`config.mk`:
```
export PLATFORM = sky130hd
export DESIGN_NAME = mdp3_feed_arbiter
export DESIGN_NICKNAME = d
export VERILOG_FILES = /design/src/rtl/mdp3_pkg.sv /design/src/rtl/mdp3_seq_cmp.sv /design/src/rtl/mdp3_feed_arbiter.sv
export SDC_FILE = /design/constraint.sdc
export NUM_CORES = 1
export LEC_CHECK = 0
export ABC_AREA = 1
export CAP_MARGIN = 10
export CORE_UTILIZATION = 54
export CTS_BUF_LIST = sky130_fd_sc_hd__clkbuf_8
export DETAILED_ROUTE_END_ITERATION = 7
export HOLD_SLACK_MARGIN = 0.02
export PLACE_DENSITY = 0.88
export SLEW_MARGIN = 40
export SYNTH_ARGS = -nofsm -noshare
export SYNTH_HDL_FRONTEND = slang
export SYNTH_SLANG_ARGS = --single-unit
```
`constraint.sdc`:
```
create_clock -name clk -period 8.7 [get_ports clk]
set_input_delay 1.74 -clock clk [delete_from_list [all_inputs] [get_ports clk]]
set_output_delay 1.74 -clock clk [all_outputs]
set_load 0.01 [all_outputs]
```
`src/rtl/mdp3_pkg.sv`:
```
// rtl/mdp3_pkg.sv - shared types and helpers for the MDP3 feed arbiter
//
// Purpose: arbiter FSM state type, default message length and the
// sequence-number extraction helper used on beat 0 of every message.

package mdp3_pkg;

  typedef enum logic [1:0] {
    ARB_IDLE,
    ARB_FWD,
    ARB_DROP
  } arb_state_t;

  localparam int MDP3_BEATS_PER_MSG = 6;

  // The sequence number sits little-endian in the upper word of beat 0.
  function automatic logic [31:0] mdp3_seq_of(input logic [63:0] beat);
    return {beat[39:32], beat[47:40], beat[55:48], beat[63:56]};
  endfunction

endpackage

```
`src/rtl/mdp3_seq_cmp.sv`:
```
// rtl/mdp3_seq_cmp.sv - wrap-safe sequence number comparator
//
// Purpose: decide whether each feed's head sequence number is newer than the
// last forwarded one, and which of the two is lower, using modular
// (serial-number) arithmetic so the comparison survives counter wrap.
// Ports:
//   seq_a, seq_b  in   head sequence numbers of feed A / feed B
//   last_seq      in   most recently forwarded sequence number
//   seen_first    in   a message has been forwarded since reset
//   newer_a/b     out  feed head is ahead of last_seq (always 1 before first)
//   a_lt_b        out  seq_a is behind seq_b in modular order

module mdp3_seq_cmp #(
  parameter int SEQ_W = 32
) (
  input  logic [SEQ_W-1:0] seq_a,
  input  logic [SEQ_W-1:0] seq_b,
  input  logic [SEQ_W-1:0] last_seq,
  input  logic             seen_first,
  output logic             newer_a,
  output logic             newer_b,
  output logic             a_lt_b
);

  logic [SEQ_W-1:0] diff_a;
  logic [SEQ_W-1:0] diff_b;
  logic [SEQ_W-1:0] diff_ab;

  assign diff_a  = seq_a - last_seq;
  assign diff_b  = seq_b - last_seq;
  assign diff_ab = seq_a - seq_b;

  // Signed difference strictly positive: sign bit clear and non-zero.
  assign newer_a = !seen_first || (!diff_a[SEQ_W-1] && (diff_a != '0));
  assign newer_b = !seen_first || (!diff_b[SEQ_W-1] && (diff_b != '0));
  assign a_lt_b  = diff_ab[SEQ_W-1];

endmodule

```
`src/rtl/mdp3_feed_arbiter.sv`:
```
// rtl/mdp3_feed_arbiter.sv - A/B feed arbiter and sequencer ahead of the MDP3 parser
//
// Purpose: merge two redundant message feeds, forwarding every sequence
// number once and in order, discarding stale/duplicate copies and flagging
// sequence gaps.
// Ports:
//   clk, reset                      clock, synchronous active-high reset
//   a_valid/a_data/a_ready          feed A beat stream
//   b_valid/b_data/b_ready          feed B beat stream
//   data_valid/MESSAGE/parser_ready beat stream to the parser
//   msg_last                        final beat of a forwarded message
//   gap_pulse                       one-cycle pulse on a sequence gap
//   last_seq                        most recently forwarded sequence number
//   drop_count                      saturating count of discarded messages

module mdp3_feed_arbiter
  import mdp3_pkg::*;
#(
  parameter int DATA_W        = 64,
  parameter int BEATS_PER_MSG = MDP3_BEATS_PER_MSG,
  parameter int SEQ_W         = 32,
  parameter int DUP_CNT_W     = 16
) (
  input  logic                 clk,
  input  logic                 reset,
  input  logic                 a_valid,
  input  logic [DATA_W-1:0]    a_data,
  output logic                 a_ready,
  input  logic                 b_valid,
  input  logic [DATA_W-1:0]    b_data,
  output logic                 b_ready,
  output logic                 data_valid,
  output logic [DATA_W-1:0]    MESSAGE,
  input  logic                 parser_ready,
  output logic                 msg_last,
  output logic                 gap_pulse,
  output logic [SEQ_W-1:0]     last_seq,
  output logic [DUP_CNT_W-1:0] drop_count
);

  localparam int              CNT_W     = (BEATS_PER_MSG > 1) ? $clog2(BEATS_PER_MSG) : 1;
  localparam logic [CNT_W-1:0] LAST_BEAT = CNT_W'(BEATS_PER_MSG - 1);

  arb_state_t       state, state_nxt;
  logic [CNT_W-1:0] beat_cnt;
  logic             seen_first;
  logic             sel;        // 0 = feed A, 1 = feed B
  logic             rr;         // tie-break preference, 0 = feed A
  logic [SEQ_W-1:0] seq_a, seq_b, dec_seq;
  logic             newer_a, newer_b, a_lt_b;
  logic             dec_go, dec_fwd, dec_sel, dec_tie;
  logic             sel_valid, beat_done;

  assign seq_a = SEQ_W'(mdp3_seq_of(a_data));
  assign seq_b = SEQ_W'(mdp3_seq_of(b_data));

  mdp3_seq_cmp #(.SEQ_W(SEQ_W)) u_seq_cmp (
    .seq_a      (seq_a),
    .seq_b      (seq_b),
    .last_seq   (last_seq),
    .seen_first (seen_first),
    .newer_a    (newer_a),
    .newer_b    (newer_b),
    .a_lt_b     (a_lt_b)
  );

  // IDLE decision on the visible beat 0 of each valid feed; nothing is consumed.
  always_comb begin
    dec_go  = 1'b0;
    dec_fwd = 1'b0;
    dec_sel = 1'b0;
    dec_tie = 1'b0;
    if (a_valid && b_valid) begin
      dec_go = 1'b1;
      if (newer_a && newer_b) begin
        dec_fwd = 1'b1;
        if (seq_a == seq_b) begin
          dec_tie = 1'b1;
          dec_sel = rr;
        end else begin
          dec_sel = !a_lt_b;
        end
      end else if (newer_a) begin
        dec_fwd = 1'b1;
      end else if (newer_b) begin
        dec_fwd = 1'b1;
        dec_sel = 1'b1;
      end else begin
        // Both stale: discard the preferred copy, the other is judged next.
        dec_tie = 1'b1;
        dec_sel = rr;
      end
    end else if (a_valid) begin
      dec_go  = 1'b1;
      dec_fwd = newer_a;
    end else if (b_valid) begin
      dec_go  = 1'b1;
      dec_fwd = newer_b;
      dec_sel = 1'b1;
    end
    dec_seq = dec_sel ? seq_b : seq_a;
  end

  always_comb begin
    state_nxt  = state;
    a_ready    = 1'b0;
    b_ready    = 1'b0;
    data_valid = 1'b0;
    msg_last   = 1'b0;
    beat_done  = 1'b0;
    sel_valid  = sel ? b_valid : a_valid;
    MESSAGE    = sel ? b_data : a_data;
    unique case (state)
      ARB_IDLE: begin
        if (dec_go) state_nxt = dec_fwd ? ARB_FWD : ARB_DROP;
      end
      ARB_FWD: begin
        data_valid = sel_valid;
        a_ready    = !sel && parser_ready;
        b_ready    = sel && parser_ready;
        msg_last   = (beat_cnt == LAST_BEAT);
        beat_done  = sel_valid && parser_ready;
      end
      ARB_DROP: begin
        a_ready   = !sel;
        b_ready   = sel;
        beat_done = sel_valid;
      end
      default: state_nxt = ARB_IDLE;
    endcase
    if (beat_done && (beat_cnt == LAST_BEAT)) state_nxt = ARB_IDLE;
  end

  always_ff @(posedge clk) begin
    if (reset) begin
      state      <= ARB_IDLE;
      beat_cnt   <= '0;
      seen_first <= 1'b0;
      last_seq   <= '0;
      drop_count <= '0;
      sel        <= 1'b0;
      rr         <= 1'b0;
      gap_pulse  <= 1'b0;
    end else begin
      state     <= state_nxt;
      gap_pulse <= 1'b0;
      if ((state == ARB_IDLE) && dec_go) begin
        sel <= dec_sel;
        if (dec_tie) rr <= !rr;
        if (dec_fwd) begin
          last_seq   <= dec_seq;
          seen_first <= 1'b1;
          gap_pulse  <= seen_first && (dec_seq != last_seq + 1'b1);
        end else if (drop_count != '1) begin
          drop_count <= drop_count + 1'b1;
        end
      end
      if (beat_done) beat_cnt <= (beat_cnt == LAST_BEAT) ? '0 : beat_cnt + 1'b1;
    end
  end

endmodule
```
* Word-level counts from Yosys, hierarchy flattened *
Cells that the tools add are included.

word-level totals
  register bits = 57
  output and inout bits = 117
  word-level logic and storage cells = 84
  bits of input ports = 133

operators by class
  bitwise logic cells = 3
  reductions and logical operators = 28
  add/sub/neg operators = 6
  mux-type cells = 32
  eq/ne operators = 7

operator list
  operator                                       count
  subtractor 32 bit                              3
  two-way mux 64 bit                             1
  nonzero test 32 bit                            2
  adder 32 x 1 -> 32 bit, second input constant  1
  == test 32 bit                                 1
  two-way mux 32 bit                             1
  != test 32 bit                                 1
  two-way mux 1 bit                              23
  adder 16 x 1 -> 16 bit, second input constant  1
  != test 16 bit, second input constant          1
  logical AND 1 bit                              10
  logical NOT 1 bit                              6
  case mux 1 bit (2 select lines)                3
  AND reduction 2 bit                            3
  two-way mux 2 bit                              2
  case mux 2 bit (2 select lines)                1
  OR reduction 2 bit                             2
  adder 3 x 1 -> 3 bit, second input constant    1
  == test 3 bit, second input constant           1
  two-way mux 3 bit                              1
  inverter 1 bit                                 3
  AND reduction 3 bit                            1
  OR reduction 3 bit                             1
  == test 2 x 1 -> 1 bit, second input constant  1
  4 further kinds                                5

* Longest topological paths before layout *
Gate-level depths: netlist of run 1.

  depth in word-level cells = 11
  gate-level depth with buffers = 34

* Modules after synthesis *
From an unflattened synthesis of run 1, not the netlist that was laid out.

second synthesis, totals
  cell total of the unflattened synthesis = 2362
  area total of the unflattened synthesis = 11987.7 µm²

modules (own cells, without submodules)
  module             sequential area each (µm²)  instances  area an instance (µm²)  cells each
  mdp3_seq_cmp       0.0                         1          6277.3                  1298
  mdp3_feed_arbiter  1141.1                      1          5710.5                  1064

* Least setup slack after synthesis of run 1 *
OpenSTA, ideal clock, no wires.

  kind = input port to flip-flop
  start point = in a_data[56]
  end point = reg gap_pulse
  stages on the path = 31
  path buffers = 1
  setup slack = 4046 ps
  setup time = 112 ps
  data arrival time = 4542 ps
  data required time = 8588 ps
  cell sequence = inv_1 -> ha_1 -> inv_1 -> fa_1 -> nand3_1 -> nand3_1 -> nand3_1 -> nand3b_1 -> nand2_1 -> nand2_1 -> nand2_1 -> nand2_1 -> nor2_1 -> nand2_1 -> nor2_1 -> nand3_1 -> a21oi_1 -> nand2_1 -> nand3_2 -> nand2_2 -> buf_4 -> nand2_1 -> nand2_1 -> nand2_1 -> nand2_1 -> nor2_1 -> nand2_1 -> nor2_1 -> nand2_1 -> nor2_1 -> nor2_1

between the ends
  cells in the longest elaborated chain, start to end = 10
  elaborated cells on any way between the ends = 22
  those cells by class = add/sub: 2; eq/ne: 2; mux: 9; bitwise: 1; reduce/logical: 8

ends and longest elaborated chain
  what                                                      RTL line                                          text
  start, declared                                           mdp3_feed_arbiter.sv:27                           input logic [DATA_W-1:0] a_data,
  subtractor 32 bit                                         mdp3_seq_cmp.sv:29                                assign diff_a = seq_a - last_seq;
  nonzero test 32 bit or logical NOT 1 bit (tied branches)  mdp3_seq_cmp.sv:34                                assign newer_a = !seen_first || (!diff_a[SEQ_W-1] && (diff_a != '0));
  logical AND 1 bit                                         mdp3_seq_cmp.sv:34
  logical OR 1 bit                                          mdp3_seq_cmp.sv:34
  two-way mux 1 bit or logical AND 1 bit (tied branches)    mdp3_feed_arbiter.sv:83, mdp3_feed_arbiter.sv:75
  two-way mux 1 bit                                         mdp3_feed_arbiter.sv:75                           if (newer_a && newer_b) begin
  two-way mux 1 bit                                         mdp3_feed_arbiter.sv:73                           if (a_valid && b_valid) begin
  two-way mux 32 bit                                        mdp3_feed_arbiter.sv:101                          dec_seq = dec_sel ? seq_b : seq_a;
  != test 32 bit                                            mdp3_feed_arbiter.sv:153                          gap_pulse <= seen_first && (dec_seq != last_seq + 1'b1);
  logical AND 1 bit                                         mdp3_feed_arbiter.sv:153
  end signal, assigned                                      mdp3_feed_arbiter.sv:153
  end, declared                                             mdp3_feed_arbiter.sv:36                           output logic gap_pulse,

Several ways; a longest one is shown, not always the timed one.
A chain may end at the register's enable or synchronous reset.

* Worst setup path after layout of run 1 *
  start point = in b_data[56]
  end point = reg gap_pulse

between the ends
  cells in the longest elaborated chain, start to end = 11
  elaborated cells on any way between the ends = 25
  those cells by class = add/sub: 2; eq/ne: 2; mux: 12; bitwise: 1; reduce/logical: 8

ends and longest elaborated chain
  what                                                      RTL line                  text
  start, declared                                           mdp3_feed_arbiter.sv:30   input logic [DATA_W-1:0] b_data,
  subtractor 32 bit                                         mdp3_seq_cmp.sv:30        assign diff_b = seq_b - last_seq;
  nonzero test 32 bit or logical NOT 1 bit (tied branches)  mdp3_seq_cmp.sv:35        assign newer_b = !seen_first || (!diff_b[SEQ_W-1] && (diff_b != '0));
  logical AND 1 bit                                         mdp3_seq_cmp.sv:35
  logical OR 1 bit                                          mdp3_seq_cmp.sv:35
  two-way mux 1 bit                                         mdp3_feed_arbiter.sv:85   end else if (newer_b) begin
  two-way mux 1 bit                                         mdp3_feed_arbiter.sv:83   end else if (newer_a) begin
  two-way mux 1 bit                                         mdp3_feed_arbiter.sv:75
  two-way mux 1 bit                                         mdp3_feed_arbiter.sv:73
  two-way mux 32 bit                                        mdp3_feed_arbiter.sv:101
  != test 32 bit                                            mdp3_feed_arbiter.sv:153
  logical AND 1 bit                                         mdp3_feed_arbiter.sv:153

Several ways; a longest one is shown, not always the timed one.

==> results of run 1 <==
flip-flops by register name, indices dropped and copies added, names as in the netlist:
signal,flops
gap_pulse,1
drop_count,16
beat_cnt,3
rr,1
sel,1
last_seq,32
state,2
seen_first,1
routing by layer:
layer	up-vias	wire length, µm	GRT usage, %
li1	7133	-	-
met1	6333	17900	52.5
met2	787	19100	65.3
met3	152	4420	5.64
met4	0	2050	19.2
met5	-	0	0
metrics by stage:
stage | cell area (µm²) | hold slack (ns)
2_1_floorplan | 11200 | 0.443
3_3_place_gp | 13900 | 0.464
3_5_place_dp | 13900 | 0.486
4_1_cts | 14100 | 0.498
5_1_grt | 14100 | 0.530
6_report | 14100 | 0.498
final timing paths:
kind / startpoint / to / cells after the start
max: b_data[56] / gap_pulse / 30
min: state[1] / state[1] / 2
max reg2reg: last_seq[8] / gap_pulse / 26
min reg2reg: state[1] / state[1] / 2
layout by cell type (no fill, tap or decap), types with 3 or more instances in the layout:
| master | Yosys | final |
|---|---|---|
| a21oi_1 | 91 | 91 |
| and2_1 | 4 | 4 |
| and3_1 | 3 | 3 |
| buf_4 | 5 | 6 |
| clkbuf_8 | 0 | 10 |
| clkdlybuf4s50_1 | 0 | 249 |
| dfxtp_1 | 57 | 56 |
| ha_1 | 98 | 98 |
| inv_1 | 420 | 418 |
| inv_2 | 16 | 19 |
| nand2_1 | 836 | 836 |
| nand2_2 | 19 | 19 |
| nand3_1 | 155 | 155 |
| nand3_2 | 4 | 4 |
| nand3b_1 | 24 | 24 |
| nand4_1 | 26 | 26 |
| nor2_1 | 153 | 153 |
| nor2_2 | 12 | 12 |
| nor2_4 | 6 | 6 |
| nor3_1 | 26 | 26 |
| nor3_2 | 4 | 4 |
| nor4_1 | 11 | 10 |
| o211ai_1 | 14 | 14 |
| o21a_1 | 5 | 5 |
| o21ai_0 | 68 | 68 |
| o21ai_1 | 3 | 3 |
| xnor2_1 | 16 | 16 |
| xor2_1 | 36 | 36 |
logic make-up after synthesis:
group | Yosys count
and+or+nand+nor | 1288
buffers and inverters | 476
xor gates and xnor gates | 52
DFF | 57
AOI/OAI and AO/OA | 188
adders and majority gates | 100
worst max-delay path, delay by kind of cell:
kind | cells | cell delay (ns)
adder cells (fa/ha/maj) | 2 | 0.63
buffers and inverters | 3 | 0.76
AND/OR/NAND/NOR | 25 | 3.05
cell type report:
cell class | instances | area share (%)
Inverter | 437 | 11.7
Tap cell | 270 | 2.40
Timing Repair Buffer | 255 | 18.0
Clock inverter | 5 | 0.400
Clock buffer | 10 | 0.979
Multi-Input combinational cell | 1628 | 58.4
Sequential cell | 57 | 8.12
power by group:
group,switching [mW],internal (mW)
clock network,0.124,0.138
registers,0.113,0.332
logic,1.76,1.02
total,2.00,1.49
==> metrics.md, run 1 <==
| Metric | Value |
|---|---|
| Max Root-Sink Buffers | `2` |
| Total negative slack | `0 ns` |
| Pre-CTS WS | `2.51 ns` |
| Max Cap Viol | `0` |
| Layout cells sized above 1 | `3.89%` |
| First-pass GRT wire length | `67700 µm` |
| Clk slew on worst S/H paths | `0.08 ns` |
| Initial DRC count | `1260` |
| DR vias/cell | `5.41` |
| # IOs | `250` |
| Vias in the first global route | `13300` |
| DRT Pass-1 Iters | `8` |
| TritonCTS Sinks | `57` |
| Violated checks | `DRC` |
| Most frequent cell on the critical path | `nand2_1` |
| Mapped Cells | `2161` |
| Die height | `146 µm` |
| Placer Congestion | `1.02` |
| Asr flop ratio synth | `0%` |
| Layout Nets | `2621` |
| EDFF count, synth | `0` |
| WS Path Type | `in2reg` |
| Distinct cells, synth | `41` |
| Final worst slack | `2.75 ns` |
| Sequential share of the synthesized area | `10.2%` |
| Pwr Density | `248 nW/µm²` |
| Total GRT Usage | `40.2%` |
| CTS tree | `done` |
| Synth area leader | `nand2_1` |
| VDD IR max | `156 µV` |
| Post-synthesis xor/xnor area fraction | `4.08%` |
| Multi-input logic area | `8210 µm²` |
| Worst Clk Skew | `0.0190 ns` |
| Reg-to-reg slack, setup | `4.06 ns` |
| Yosys top cell area share | `28.1%` |
| Effective utilization at floorplan | `55.1%` |
| Power, Total | `3.49 mW` |
| Placed insts | `2647` |
| Slew @ Worst Pin | `0.766 ns` |
| Mux cell area share after synthesis | `0%` |
| Syn Area/Cell | `5.16 µm²` |
| Yosys warnings | `0` |
| Setup Buffers After CTS | `0` |
| Detail Route Antenna Nets | `0` |
| Worst path slowest cell | `nand2_2` |
| Adder-cell share of the synthesized area | `11.4%` |
| Relative slew slack | `48.8%` |
| DRT Wirelength | `43400 µm` |
| Largest stage delay, worst path | `0.58 ns` |
| Via Count | `14400` |
| Post-synth top cells | `836 x nand2_1, 420 x inv_1, 155 x nand3_1, 153 x nor2_1, 98 x ha_1` |
| Finished Layout Cells | `2662` |
| Hold Crit Class | `reg2reg` |
| Status | `finished, violations left` |
| Simple-Gate Fraction of Synth Area | `49.1%` |
| Top cells by area, synth | `nand2_1 28%, inv_1 14%, ha_1 11%` |
| Sequential Area | `1140 µm²` |
| Max Transition Viols Final | `0` |
| Main combinational cell family by area after synthesis | `simple AND/OR/NAND/NOR gates` |
| Hpwl dp | `36200 µm` |
| Pin count of the biggest net entering global routing | `64` |
| Total die area | `21200 µm²` |
| Crit path required time | `8.96 ns` |
| CTS resizes | `0` |
| Post-Syn Area | `11200 µm²` |
| PortBufs | `249` |
| Depth of the CTS H-tree | `3` |
| # diodes | `0` |
| Core area | `20200 µm²` |
| CP Capture Type | `flip-flop` |
| Hold buffer count at CTS | `0` |
| Initial antenna violation count | `0` |
| Setup violations, final | `0` |
| Highest Clock Rate | `168 MHz` |
| Clock root buffer | `clkbuf_8` |
| Startpoint Class | `primary input` |
| Final Cycle Share | `68.4%` |
| Cell Rows | `52` |
| Global route overflow | `0` |
| Total of fill cells in the finished design | `2012` |
| Top_reg_cell synth | `dfxtp_1` |
| Min cycle time layout | `5.95 ns` |
| DIE WIDTH | `146 µm` |
| Routed length per instance | `16.3 µm` |
| Worst skew pair latency | `0.37 ns` |
| Synth Area in Compound Gates | `9.02%` |
| Synthesized net count | `2394` |
| WP data arrival | `6.21 ns` |
| RSZ-0062 raised after global routing | `no` |
| Worst-path maximum fanout | `41` |
| CTS buffer count | `9` |
| Final hold vios | `0` |
| Post-synthesis register bit count | `57` |
| # DRC | `1` |
| Core Util, Final | `69.5%` |
| Leak | `7.76 nW` |
| Synth-to-layout area growth | `26.0%` |
| Most frequent cell after synthesis | `nand2_1` |
(Power assumes the default switching activity.)
==> run 2, diff against run 1 <==
--- a/config.mk
+++ b/config.mk
@@ -7,11 +7,11 @@
 export LEC_CHECK = 0
 export ABC_AREA = 1
 export CAP_MARGIN = 10
-export CORE_UTILIZATION = 54
+export CORE_UTILIZATION = 48
 export CTS_BUF_LIST = sky130_fd_sc_hd__clkbuf_8
 export DETAILED_ROUTE_END_ITERATION = 7
 export HOLD_SLACK_MARGIN = 0.02
-export PLACE_DENSITY = 0.88
+export PLACE_DENSITY = 0.83
 export SLEW_MARGIN = 40
 export SYNTH_ARGS = -nofsm -noshare
 export SYNTH_HDL_FRONTEND = slang
==> constraint.sdc (replaced) <==
create_clock -name clk -period 5.1 [get_ports clk]
set_input_delay 1.02 -clock clk [delete_from_list [all_inputs] [get_ports clk]]
set_output_delay 1.02 -clock clk [all_outputs]
set_load 0.01 [all_outputs]
==> metrics.md, run 2 (synthesis results as in run 1) <==
| Metric | Value |
|---|---|
| Leak | `8.26 nW (+6.5%)` |
| DIE WIDTH | `154 µm (+6.0%)` |
| Layout Nets | `2719 (+3.7%)` |
| Initial DRC count | `1157 (-8.2%)` |
| Total die area | `23900 µm² (+12%)` |
| Biggest register | `last_seq` |
| CTS tree | `done` |
| Max Cap Viol | `0 (unchanged)` |
| DR vias/cell | `5.24 (-3.2%)` |
| Critical Path Start | `a_data[56]` |
| Worst flop-to-flop path endpoint | `gap_pulse` |
| # diodes | `0 (unchanged)` |
| Hpwl dp | `38800 µm (+7.2%)` |
| Most common cell after layout, fill and taps aside | `nand2_1` |
| Setup Buffers After CTS | `0 (unchanged)` |
| Beginning of the worst register-to-register path | `last_seq[18]` |
| Global route overflow | `0 (unchanged)` |
| Synth-to-layout area growth | `33.5%` |
| Final Instance Area | `14900 µm² (+5.9%)` |
| Total negative slack | `0 ns (unchanged)` |
| Hold Path Cell Cnt | `2 (unchanged)` |
| Vias in the first global route | `13500 (+1.7%)` |
| Placed insts | `2760 (+4.3%)` |
| Pin count of the biggest net entering global routing | `71 (+11%)` |
| Final hold vios | `0 (unchanged)` |
| # DRC | `0 (-1)` |
| Core area | `22700 µm² (+12%)` |
| RSZ-0062 raised after global routing | `no` |
| DRT Wirelength | `45300 µm (+4.5%)` |
| VDD IR max | `234 µV (+50%)` |
| Reg-to-reg slack, setup | `0.84 ns (-3.22 ns)` |
| Critical path destination | `gap_pulse` |
| Min cycle time layout | `4.82 ns` |
| Max Root-Sink Buffers | `2 (unchanged)` |
| Largest regs | `last_seq: 32 flops, drop_count: 16 flops, beat_cnt: 3 flops` |
| TritonCTS Sinks | `57 (unchanged)` |
| DRT Pass-1 Iters | `8 (unchanged)` |
| CP Capture Type | `flip-flop` |
| PortBufs | `249 (unchanged)` |
| Area post-placement | `14700 µm² (+5.7%)` |
| First-pass GRT wire length | `69700 µm (+2.9%)` |
| Cell Rows | `55 (+5.8%)` |
| Initial antenna violation count | `0 (unchanged)` |
| Worst skew pair latency | `0.38 ns (about the same)` |
| Routed length per instance | `16.3 µm (+0.18%)` |
| Max FFs per register | `32 (unchanged)` |
| Effective utilization at floorplan | `49.1% (-6.0 points)` |
| Detail Route Antenna Nets | `0 (unchanged)` |
| Via Count | `14500 (+0.94%)` |
| Final Cycle Share | `94.5%` |
| Max Transition Viols Final | `0 (unchanged)` |
| Worst Clk Skew | `0.0168 ns (-0.00219 ns)` |
| # IOs | `250 (unchanged)` |
| Pwr Density | `421 nW/µm² (+69%)` |
| Relative slew slack | `57.5% (+8.8 points)` |
| Setup violations, final | `0 (unchanged)` |
| Worst reg-to-reg path cell count | `27 (+3.8%)` |
| Crit path required time | `5.37 ns (-3.59 ns)` |
| Total GRT Usage | `37.4% (-2.8 points)` |
| Depth of the CTS H-tree | `3 (unchanged)` |
| Startpoint Class | `primary input` |
| WP data arrival | `5.09 ns (-1.12 ns)` |
| Layout cells sized above 1 | `7.71% (+3.8 points)` |
| Placer Congestion | `1.06 (+4.7%)` |
| WS Path Type | `in2reg` |
| Hold Crit Class | `reg2reg` |
| CTS buffer count | `9 (unchanged)` |
| Finished Layout Cells | `2776 (+4.3%)` |
| Clk slew on worst S/H paths | `0.09 ns (about the same)` |
| Most frequent cells in the layout | `836 x nand2_1, 419 x inv_1, 249 x clkdlybuf4s50_1` |
| Die height | `154 µm (+6.0%)` |
| Clock root buffer | `clkbuf_8` |
| Status | `completed` |
| Highest Clock Rate | `208 MHz` |
| Slew @ Worst Pin | `0.637 ns (-0.129 ns)` |
| Worst-path maximum fanout | `18 (-56%)` |
==> run 2: worst min path at each step <==
| stage | from | to |
|---|---|---|
| global route | beat_cnt[2] | beat_cnt[2] |
| CTS | beat_cnt[2] | beat_cnt[2] |
| detailed placement | beat_cnt[2] | beat_cnt[2] |
| global placement | beat_cnt[2] | beat_cnt[2] |
| finish | state[1] | state[1] |
| floorplan | beat_cnt[2] | beat_cnt[2] |
==> run 2: power breakdown <==
| part | leakage (nW) | internal [mW] | switching (mW) |
|---|---|---|---|
| clock | 0.110 | 0.280 | 0.240 |
| combinational | 7.69 | 1.92 | 3.07 |
| sequential | 0.469 | 0.566 | 0.192 |
==> run 2: worst max-delay path: stages <==
cell and delay (ns):
clkdlybuf4s50_1 0.43, inv_1 0.12, ha_1 0.16, inv_1 0.07
fa_1 0.44, nand3_1 0.11, nand3_1 0.13, nand2_1 0.10
nand2_1 0.10, xnor2_1 0.17, nand3_1 0.09, nor2_1 0.13
nand3_1 0.08, nor2_1 0.19, nand3_1 0.18, a21oi_2 0.18
nand2_1 0.08, nand3_2 0.11, buf_4 0.26, nand3_1 0.13
nand3b_1 0.12, nand2_1 0.09, nor2_1 0.15, nand2_1 0.07
nor2_1 0.13, nand2_1 0.08, nor2_1 0.11, nor2_1 0.04
==> run 2: repair_timing <==
action / CTS / global route
endpoints found under the setup margin: 0 / 1
resized for setup: 0 / 2
hold buffers: 0 / 0
endpoints found under the hold margin: 0 / 0
==> run 2: through the flow <==
stage	hold slack [ns]	utilization, %	power [mW]	setup WS [ns]
2_1_floorplan	0.443	-	3.83	1.17
3_3_place_gp	0.457	64.5	5.58	0.0677
3_5_place_dp	0.481	64.5	5.64	-0.00830
4_1_cts	0.495	65.5	6.18	0.385
5_1_grt	0.518	65.6	6.83	0.00210
6_report	0.501	65.6	6.27	0.282
==> run 2: routing by layer <==
| metal | track usage [%] | routed length, µm |
|---|---|---|
| met5 | 0 | 0 |
| met4 | 15.8 | 1820 |
| met3 | 4.29 | 3610 |
| met2 | 62.6 | 20500 |
| met1 | 48.6 | 19400 |
==> run 2: final cells by class <==
class	instances	area, µm²
Multi-Input combinational cell	1628	8210
Fill cell	2256	7810
Timing Repair Buffer	353	3310
Inverter	437	1640
Sequential cell	57	1140
Tap cell	285	357
Clock buffer	9	124
Clock inverter	7	103
==> run 3, diff against run 2 <==
--- a/config.mk
+++ b/config.mk
@@ -12,6 +12,7 @@
 export DETAILED_ROUTE_END_ITERATION = 7
 export HOLD_SLACK_MARGIN = 0.02
 export PLACE_DENSITY = 0.83
+export SETUP_SLACK_MARGIN = 0.5
 export SLEW_MARGIN = 40
 export SYNTH_ARGS = -nofsm -noshare
 export SYNTH_HDL_FRONTEND = slang
==> metrics.md, run 3 (synthesis results as in run 1) <==
| Metric | Value |
|---|---|
| Status | `completed` |
| Worst Clk Skew | `0.0178 ns (+0.00101 ns)` |
| Sequential Power Share | `10.9% (-1.2 points)` |
| Largest stage delay, worst path | `0.65 ns (+0.21 ns)` |
| Hold Path Cell Cnt | `1 (-1)` |
| Relative slew slack | `57.8% (+0.22 points)` |
| # IOs | `250 (unchanged)` |
| Max Root-Sink Buffers | `2 (unchanged)` |
| Layout Nets | `2738 (+0.70%)` |
| DRT Pass-1 Iters | `6 (-2)` |
| Internal | `3.15 mW (+14%)` |
| CTS buffer count | `9 (unchanged)` |
| First-pass GRT wire length | `69700 µm (about the same)` |
| Startpoint Class | `primary input` |
| Slew @ Worst Pin | `0.634 ns (-0.00327 ns)` |
| Clk slew on worst S/H paths | `0.09 ns (about the same)` |
| Min cycle time layout | `4.48 ns (-0.336 ns)` |
| TritonCTS Sinks | `57 (unchanged)` |
| Highest Clock Rate | `223 MHz (+7.5%)` |
| Detail Route Antenna Nets | `0 (unchanged)` |
| Setup violations, final | `0 (unchanged)` |
| Most frequent cells in the layout | `812 x nand2_1, 416 x inv_1, 199 x clkdlybuf4s50_1` |
| Hold buffer count at CTS | `0 (unchanged)` |
| Most frequent cell on the critical path | `nand2_1` |
| WHS Endpoint | `beat_cnt[2]` |
| Depth of the CTS H-tree | `3 (unchanged)` |
| Max Cap Viol | `0 (unchanged)` |
| Clk network pwr share | `7.4% (-0.9 points)` |
| Max Transition Viols Final | `0 (unchanged)` |
| Combinational Power Share | `81.6% (+2.0 points)` |
| DIE WIDTH | `154 µm (unchanged)` |
| Clock root buffer | `clkbuf_8` |
| Layout cells sized above 1 | `14.1% (+6.4 points)` |
| Finished Layout Cells | `2796 (+0.72%)` |
| Final hold vios | `0 (unchanged)` |
| Total of fill cells in the finished design | `2029 (-10%)` |
| Leak | `8.92 nW (+7.9%)` |
| Global route overflow | `0 (unchanged)` |
| CP Capture Type | `flip-flop` |
| Beginning of the worst register-to-register path | `last_seq[19]` |
| Initial DRC count | `1267 (+9.5%)` |
| Effective utilization at floorplan | `49.1% (unchanged)` |
| WP data arrival | `4.76 ns (-0.33 ns)` |
| Placed insts | `2760 (unchanged)` |
| Critical Path Start | `a_data[38]` |
| Hpwl dp | `38800 µm (unchanged)` |
| Reg-to-reg slack, setup | `0.83 ns (about the same)` |
| Worst skew pair latency | `0.38 ns (about the same)` |
| Via Count | `15100 (+3.5%)` |
| DRT Wirelength | `48000 µm (+5.9%)` |
| # DRC | `0 (unchanged)` |
| Pin count of the biggest net entering global routing | `71 (unchanged)` |
| Sw Ratio | `54.7% (-1.1 points)` |
| Max FFs per register | `32 (unchanged)` |
| Cell Rows | `55 (unchanged)` |
| PortBufs | `249 (unchanged)` |
| Hold_ws | `0.503 ns (+0.00144 ns)` |
| VDD IR max | `265 µV (+13%)` |
| Initial antenna violation count | `1 (+1)` |
| DR vias/cell | `5.38 (+2.8%)` |
| Psw | `3.81 mW (+8.8%)` |
| Largest regs | `last_seq: 32 flops, drop_count: 16 flops, beat_cnt: 3 flops` |
| CTS tree | `done` |
| Crit path required time | `5.38 ns (about the same)` |
| RSZ-0062 raised after global routing | `no` |
| Vias in the first global route | `13500 (-0.067%)` |
| Routed length per instance | `17.2 µm (+5.2%)` |
| Core area | `22700 µm² (unchanged)` |
| Pwr Density | `429 nW/µm² (+2.0%)` |
| Power, Total | `6.96 mW (+11%)` |
| WS Path Type | `in2reg` |
| Worst-path maximum fanout | `7 (-11)` |
| Worst flop-to-flop path endpoint | `gap_pulse` |
| Biggest register | `last_seq` |
| Most common cell after layout, fill and taps aside | `nand2_1` |
| Worst path slowest cell | `clkdlybuf4s50_1` |
| Die height | `154 µm (unchanged)` |
| Placer Congestion | `1.06 (unchanged)` |
| Total GRT Usage | `37.5% (+0.040 points)` |
| Hold Crit Class | `reg2reg` |
| Worst reg-to-reg path cell count | `30 (+11%)` |
| Total die area | `23900 µm² (unchanged)` |
| Hold_sp | `beat_cnt[0]` |
| Synth-to-layout area growth | `45.4%` |
| Final Cycle Share | `87.9% (-6.6 points)` |
[run 3: changes by cell type in the layout (fill, tap and decap cells not counted), moves of 24 or more]
| cell | change |
|---|---|
| nand2_1 | -24 |
| nor2_1 | -25 |
| ha_4 | +46 |
| clkdlybuf4s50_1 | -50 |
| dlymetal6s2s_1 | +50 |
| ha_1 | -54 |
[run 3: power by group through the flow]
stage / logic, mW / clock network, mW / registers [mW]
after CTS: 4.93 / 0.520 / 0.749
after detailed placement: 4.88 / 0 / 0.757
after floorplan: 3.08 / 0 / 0.743
after global placement: 4.82 / 0 / 0.757
final: 5.68 / 0.517 / 0.762
after global routing: 6.19 / 0.538 / 0.769
[run 3: layout make-up]
cell class,count,area [µm²],area share (%)
Antenna cell,1,2.50,0.0154
Clock buffer,9,124,0.764
Clock inverter,7,103,0.633
Inverter,437,1640,10.1
Multi-Input combinational cell,1628,9150,56.4
Sequential cell,57,1140,7.04
Tap cell,285,357,2.20
Timing Repair Buffer,372,3690,22.8
[run 3: repair_timing]
action,in CTS,in global routing
setup endpoints to repair,1,34
setup buffers,0,13
gates resized for setup,12,214
pin swaps,1,38
cloned,0,6
[run 3: worst max path at each step]
| stage | to | slack, ns | depth (start not counted) |
|---|---|---|---|
| 6_report | gap_pulse | 0.62 | 29 |
| 5_1_grt | gap_pulse | 0.42 | 31 |
| 4_1_cts | gap_pulse | 0.52 | 31 |
| 3_5_place_dp | gap_pulse | -0.008 | 28 |
| 3_3_place_gp | gap_pulse | 0.07 | 28 |
| 2_1_floorplan | gap_pulse | 1.17 | 31 |
[run 3: layer usage]
layer | GRT usage (%) | vias to the layer above | wire (µm) | share of wire (%)
met5 | 0 | - | 0 | 0
met4 | 15.9 | 0 | 2070 | 4.3
met3 | 4.12 | 154 | 4100 | 8.5
met2 | 62.6 | 751 | 22200 | 46
met1 | 48.8 | 6783 | 19600 | 41
li1 | - | 7363 | - | -
[run 3: worst max-delay path: cells and delay by family]
family / cells / cell delay (ns)
AND/OR/NAND/NOR: 22 / 2.02
buffers and inverters: 3 / 0.90
AO/OA/AOI/OAI: 3 / 0.51
adder cells (fa/ha/maj): 1 / 0.27
[run 3: stage by stage]
stage	util [%]	setup slack, ns	setup TNS [ns]	area (µm²)
6_report	71.4	0.618	0	16200
5_1_grt	71.4	0.420	0	16200
4_1_cts	65.7	0.515	0	14900
3_5_place_dp	64.5	-0.00830	-0.00830	14700
3_3_place_gp	64.5	0.0677	0	14700
2_1_floorplan	-	1.17	0	11200
